$ cat config.mk
export PLATFORM = sky130hd
export DESIGN_NAME = ahb_decoder_mux
export DESIGN_NICKNAME = d
export VERILOG_FILES = /design/src/rtl/ahb_decoder_mux.sv
export SDC_FILE = /design/constraint.sdc
export NUM_CORES = 1
export LEC_CHECK = 0
export ABC_AREA = 1
export CELL_PAD_IN_SITES_DETAIL_PLACEMENT = 0
export CELL_PAD_IN_SITES_GLOBAL_PLACEMENT = 2
export CORE_AREA = 2 2 153 155
export DETAILED_ROUTE_END_ITERATION = 16
export DIE_AREA = 0 0 155 157
export GPL_TIMING_DRIVEN = 0
export PLACE_DENSITY = 0.92
export SYNTH_ARGS = -nofsm -noshare
export SYNTH_HDL_FRONTEND = slang
export SYNTH_SLANG_ARGS = --single-unit
$ cat constraint.sdc
create_clock -name HCLK -period 1.9 [get_ports HCLK]
set_input_delay 0.38 -clock HCLK [delete_from_list [all_inputs] [get_ports HCLK]]
set_output_delay 0.38 -clock HCLK [all_outputs]
set_load 0.005 [all_outputs]
$ cat src/rtl/ahb_decoder_mux.sv
// rtl/ahb_decoder_mux.sv - AHB-Lite address decoder and response mux with error tracking
module ahb_decoder_mux #(
   parameter int NUM_SLAVES    = 4,
   parameter int ADDR_WIDTH    = 32,
   parameter int DATA_WIDTH    = 32,
   parameter logic [NUM_SLAVES*ADDR_WIDTH-1:0] SLAVE_BASE =
      {32'h4000_0000, 32'h2000_0000, 32'h1000_0000, 32'h0000_0000},
   parameter logic [NUM_SLAVES*ADDR_WIDTH-1:0] SLAVE_MASK = {4{32'hF000_0000}},
   parameter int ERR_CNT_WIDTH = 8
) (
   input  logic                             HCLK,
   input  logic                             HRESET,
   input  logic [ADDR_WIDTH-1:0]            HADDR,
   input  logic [1:0]                       HTRANS,
   output logic [NUM_SLAVES-1:0]            HSEL,
   output logic                             HSELDefault,
   input  logic [NUM_SLAVES-1:0]            HREADYOUT_S,
   input  logic [2*NUM_SLAVES-1:0]          HRESP_S,
   input  logic [DATA_WIDTH*NUM_SLAVES-1:0] HRDATA_S,
   input  logic                             HREADYDefault,
   input  logic [1:0]                       HRESPDefault,
   output logic                             HREADY,
   output logic [1:0]                       HRESP,
   output logic [DATA_WIDTH-1:0]            HRDATA,
   output logic [ERR_CNT_WIDTH-1:0]         err_count,
   output logic [ADDR_WIDTH-1:0]            err_addr
);

   localparam logic [1:0] RESP_OKAY  = 2'b00;
   localparam logic [1:0] RESP_ERROR = 2'b01;

   // Data-phase owner: one-hot slave vector plus default flag; all zero means NONE.
   logic [NUM_SLAVES-1:0]    r_dsel;
   logic                     r_ddef;
   logic [ADDR_WIDTH-1:0]    r_addr_dp;
   logic [ERR_CNT_WIDTH-1:0] r_err_count;
   logic [ADDR_WIDTH-1:0]    r_err_addr;

   logic [NUM_SLAVES-1:0]    w_hsel;
   logic                     w_hit;
   logic                     w_active;
   logic                     w_err_done;
   logic [NUM_SLAVES-1:0]    w_dsel_nxt;
   logic                     w_ddef_nxt;
   logic [ADDR_WIDTH-1:0]    w_addr_nxt;
   logic [ERR_CNT_WIDTH-1:0] w_cnt_nxt;
   logic [ADDR_WIDTH-1:0]    w_eaddr_nxt;

   // Priority decode: the first matching region blocks all higher indices.
   always_comb begin
      w_hsel = '0;
      w_hit  = 1'b0;
      for (int i = 0; i < NUM_SLAVES; i++) begin
         if (!w_hit &&
             ((HADDR & SLAVE_MASK[i*ADDR_WIDTH +: ADDR_WIDTH]) ==
              SLAVE_BASE[i*ADDR_WIDTH +: ADDR_WIDTH])) begin
            w_hsel[i] = 1'b1;
            w_hit     = 1'b1;
         end
      end
   end

   assign HSEL        = w_hsel;
   assign HSELDefault = ~w_hit;

   always_comb begin
      HREADY = 1'b1;
      HRESP  = RESP_OKAY;
      HRDATA = '0;
      if (r_ddef) begin
         HREADY = HREADYDefault;
         HRESP  = HRESPDefault;
      end
      for (int i = 0; i < NUM_SLAVES; i++) begin
         if (r_dsel[i]) begin
            HREADY = HREADYOUT_S[i];
            HRESP  = HRESP_S[2*i +: 2];
            HRDATA = HRDATA_S[DATA_WIDTH*i +: DATA_WIDTH];
         end
      end
   end

   assign w_active   = (HTRANS == 2'b10) || (HTRANS == 2'b11);
   assign w_err_done = HREADY && (HRESP == RESP_ERROR);

   always_comb begin
      w_dsel_nxt  = r_dsel;
      w_ddef_nxt  = r_ddef;
      w_addr_nxt  = r_addr_dp;
      w_cnt_nxt   = r_err_count;
      w_eaddr_nxt = r_err_addr;
      if (HREADY) begin
         w_addr_nxt = HADDR;
         if (w_active) begin
            w_dsel_nxt = w_hsel;
            w_ddef_nxt = ~w_hit;
         end else begin
            w_dsel_nxt = '0;
            w_ddef_nxt = 1'b0;
         end
      end
      if (w_err_done) begin
         if (r_err_count != '1) begin
            w_cnt_nxt = r_err_count + ERR_CNT_WIDTH'(1);
         end
         w_eaddr_nxt = r_addr_dp;
      end
   end

   always_ff @(posedge HCLK) begin
      if (HRESET) begin
         r_dsel      <= '0;
         r_ddef      <= 1'b0;
         r_addr_dp   <= '0;
         r_err_count <= '0;
         r_err_addr  <= '0;
      end else begin
         r_dsel      <= w_dsel_nxt;
         r_ddef      <= w_ddef_nxt;
         r_addr_dp   <= w_addr_nxt;
         r_err_count <= w_cnt_nxt;
         r_err_addr  <= w_eaddr_nxt;
      end
   end

   assign err_count = r_err_count;
   assign err_addr  = r_err_addr;

endmodule

==> results <==
-- layout by cell type, fill, tap and decap left out, types with 2 or more instances in the layout --
cell	n
dfxtp_2	2
a21oi_2	10
nand2_1	89
buf_6	29
nand4_1	9
inv_6	3
a221oi_2	21
buf_8	9
buf_4	19
a221oi_4	6
a21oi_1	32
buf_12	5
nor2_2	3
nand3_2	7
nor3_1	2
nand2_2	4
clkbuf_1	8
o21ai_1	26
clkbuf_2	2
inv_2	3
nand3_4	3
o31ai_2	9
a221oi_1	5
nor3_2	2
inv_8	2
buf_2	36
dfxtp_1	74
nand2_4	2
inv_1	20
a21oi_4	2
clkbuf_4	9
o31ai_1	22
nor2_4	2
nand3_1	31
clkdlybuf4s50_1	215
o21ai_0	12
clkbuf_8	9
nor2_1	125
clkbuf_16	14
-- flip-flops by register name (all words and copies together), names as in the netlist --
name / flops
r_ddef: 1
err_count: 8
r_addr_dp: 32
err_addr: 32
r_dsel: 4
-- critical path: stages, from the launching register on --
cell	delay (ns)
dfxtp_2	0.33
buf_8	0.14
nor2_4	0.19
clkbuf_8	0.21
buf_4	0.12
a221oi_2	0.04
o31ai_1	0.23
buf_2	0.15
-- routing by layer --
metal / up-vias / global-route usage (%) / wire length [um]
met5: - / 0 / 0
met4: 0 / 3.88 / 299
met3: 17 / 4.07 / 1020
met2: 107 / 25.2 / 9360
met1: 2426 / 20.5 / 9410
li1: 2622 / - / -
-- final cells by class --
| class | count | area [um2] | share of cell area [%] |
|---|---|---|---|
| Multi-Input combinational cell | 431 | 2610 | 31.3 |
| Tap cell | 285 | 357 | 4.28 |
| Inverter | 25 | 104 | 1.25 |
| Antenna cell | 1 | 2.50 | 0.0300 |
| Clock inverter | 6 | 75.1 | 0.901 |
| Buffer | 48 | 494 | 5.93 |
| Clock buffer | 10 | 239 | 2.87 |
| Sequential cell | 77 | 1550 | 18.6 |
| Timing Repair Buffer | 299 | 2910 | 34.9 |
-- worst max path at each step --
stage                           start  slack [ns]    endpoint
6_report       r_dsel[1]$_SDFFE_PP0P_       -0.21  HRDATA[14]
5_1_grt        r_dsel[1]$_SDFFE_PP0P_       -0.29   HRDATA[5]
4_1_cts        r_dsel[1]$_SDFFE_PP0P_       -0.27   HRDATA[5]
3_5_place_dp   r_dsel[3]$_SDFFE_PP0P_       -0.97  HRDATA[18]
3_3_place_gp   r_dsel[3]$_SDFFE_PP0P_       -1.03  HRDATA[18]
2_1_floorplan  r_dsel[3]$_SDFFE_PP0P_        0.31  HRDATA[10]
-- per-stage QoR --
| step | setup slack (ns) | hold WS [ns] | area, um2 | cells |
|---|---|---|---|---|
| final | -0.209 | 0.418 | 8340 | 1182 |
| after global routing | -0.291 | 0.431 | 8340 | 1182 |
| after CTS | -0.274 | 0.432 | 7750 | 1160 |
| after detailed placement | -0.974 | 0.454 | 6920 | 1121 |
| after global placement | -1.03 | 0.451 | 6920 | 1121 |
| after floorplan | 0.310 | 0.454 | 4000 | 580 |
-- timing repair --
item | in CTS | in global routing
pin swaps | 39 | 46
hold buffers | 0 | 0
setup endpoints to repair | 40 | 117
setup buffers | 20 | 15
gates resized for setup | 260 | 120
gates cloned | 4 | 6
-- power breakdown --
part | total (mW) | leakage [nW] | switching [mW] | internal, mW
registers | 2.47 | 0.633 | 0.335 | 2.13
clock network | 1.82 | 0.152 | 0.741 | 1.08
logic | 9.44 | 2.48 | 4.73 | 4.70
-- logic make-up (layout without fill, tap and decap cells) --
logic type	count (synthesis)	count (layout)
other	0	1
flip-flops	77	77
AO/OA/AOI/OAI	148	148
adder cells (fa/ha/maj)	1	1
XOR/XNOR	1	1
buffers and inverters	74	388
AND/OR/NAND/NOR	279	281
==> summary.md <==
| Metric | Value |
|---|---|
| Clk_lat worst skew | `0.34 ns` |
| Post-synth EDFFs | `0` |
| Initial DRC count | `178` |
| Required time of the critical path | `1.52 ns` |
| RSZ-0062 raised after global routing | `true` |
| Overall Power | `13.7 mW` |
| Endpoints failing hold | `0` |
| CTS Buf Count | `9` |
| Post-route clock period utilization | `111%` |
| Mapped Nets | `760` |
| Synth Register Bits | `77` |
| Total grt overflow | `0` |
| Ys flop type | `dfxtp_1` |
| Maxcap violations | `0` |
| Synth top area cells | `dfxtp_1 (39%), nor2_1 (12%), nand2_1 (8.8%), a221oi_1 (7.0%), o31ai_1 (6.0%)` |
| Multiplexer share of the synthesized area | `0%` |
| Outcome | `complete, but fails checks` |
| Die Area | `between 0.02 and 0.025 mm2` |
| Core Box Area | `around 0.023 mm2` |
| Setup ws final | `-0.209 ns` |
| GRT Total Usage | `15.5%` |
| Least-Margin Pin Slew | `~0.55 ns` |
| Top-level I/O count | `roughly 260` |
| Fillers | `between 2000 and 2500` |
| CTS tree | `done` |
| Yosys top cell by area | `dfxtp_1` |
| Routed WL | `~20 mm` |
| Compound-Gate Fraction of Synth Area | `between 20% and 30%` |
| Layout cells sized above 1 | `about a quarter` |
| Fin crit period | `approximately 2.1 ns` |
| Drt pass-1 iters | `4` |
| Final net count | `1071` |
| Std cell rows | `between 50 and 60` |
| Fmax | `0.474 GHz` |
| WL/cell | `between 15 and 20 um` |
| Initial antenna violation count | `1` |
| Worst Path Max Fanout | `5` |
| Post-synth top cells | `nor2_1 (128), nand2_1 (94), dfxtp_1 (77)` |
| Worst slew margin | `between 60% and 70%` |
| Post-Synthesis Cells | `580` |
| DPL Wire Length | `approximately 15 mm` |
| R2R Path End | `err_addr[10]$_SDFFE_PP0P_` |
| Hold Startpoint | `HRESET` |
| R2r worst-path depth | `13` |
| Number of vias per cell | `about 4.4` |
| LEAKAGE | `3.27 nW` |
| R2R Setup Slk | `around 0.03 ns` |
| Crit Path Class | `flop to output port` |
| R2R Path Start | `r_dsel[1]$_SDFFE_PP0P_` |
| Vias | `5172` |
| Main combinational cell family by area after synthesis | `simple AND/OR/NAND/NOR gates` |
| Clock transition at path regs | `about 0.060 ns` |
| Worst setup SP type | `flop` |
| Worst hold path type | `primary input to flop` |
| Final Setup Violations | `34` |
| Final core utilization | `roughly 37%` |
| Sequential area share after synthesis | `around 39%` |
| Skew final | `0.0105 ns` |
| Die Span Y | `157 um` |
| Pwr dens | `roughly 1600 mW/mm2` |
| Synth cell types | `25` |
| CTS Sinks | `between 70 and 80` |
| Initial core utilization | `between 10% and 20%` |
| CP Capture Type | `output port` |
| Largest net degree at the start of global routing | `16` |
| Die W | `155 um` |
| Synth top area share | `between 30% and 40%` |
| Area delta synth->final | `108%` |
| CTS Root Cell | `clkbuf_16` |
| Adder-cell area share of the yosys netlist | `0.313%` |
| First-pass GRT wire length | `about 29 mm` |
| Violations in the final reports | `negative setup slack` |
| Mapped Avg Cell Area | `between 6 and 7 um2` |
| Vias in the first global route | `around 5100` |
| CP arrival | `~1.7 ns` |
| XOR/XNOR share of the synthesized area | `less than 1%` |
| Min-Delay Endpoint | `err_addr[29]$_SDFFE_PP0P_` |
| Syn. warnings | `0` |
| VDD IR-drop max | `roughly 0.57 mV` |
| Remaining antenna violation count | `0` |
| Gpl congestion | `between 0.9 and 1` |
| Post-Synth Simple-Gate Area | `28.8%` |
| Hold Crit Depth | `2` |
| IO buf count | `about 260` |
| DRC viols | `0` |
| CTS max path bufs | `2` |
| CTS H-tree depth | `3` |
| Setup TNS | `-4.85 ns` |
| Fraction of registers with async set/reset | `0%` |
| Slew Limit Fails | `0` |
| Most common cell in the netlist | `nor2_1` |
| Syn Std Cell Area | `around 0.004 mm2` |
No activity file was read; power rests on OpenSTA's default activity.
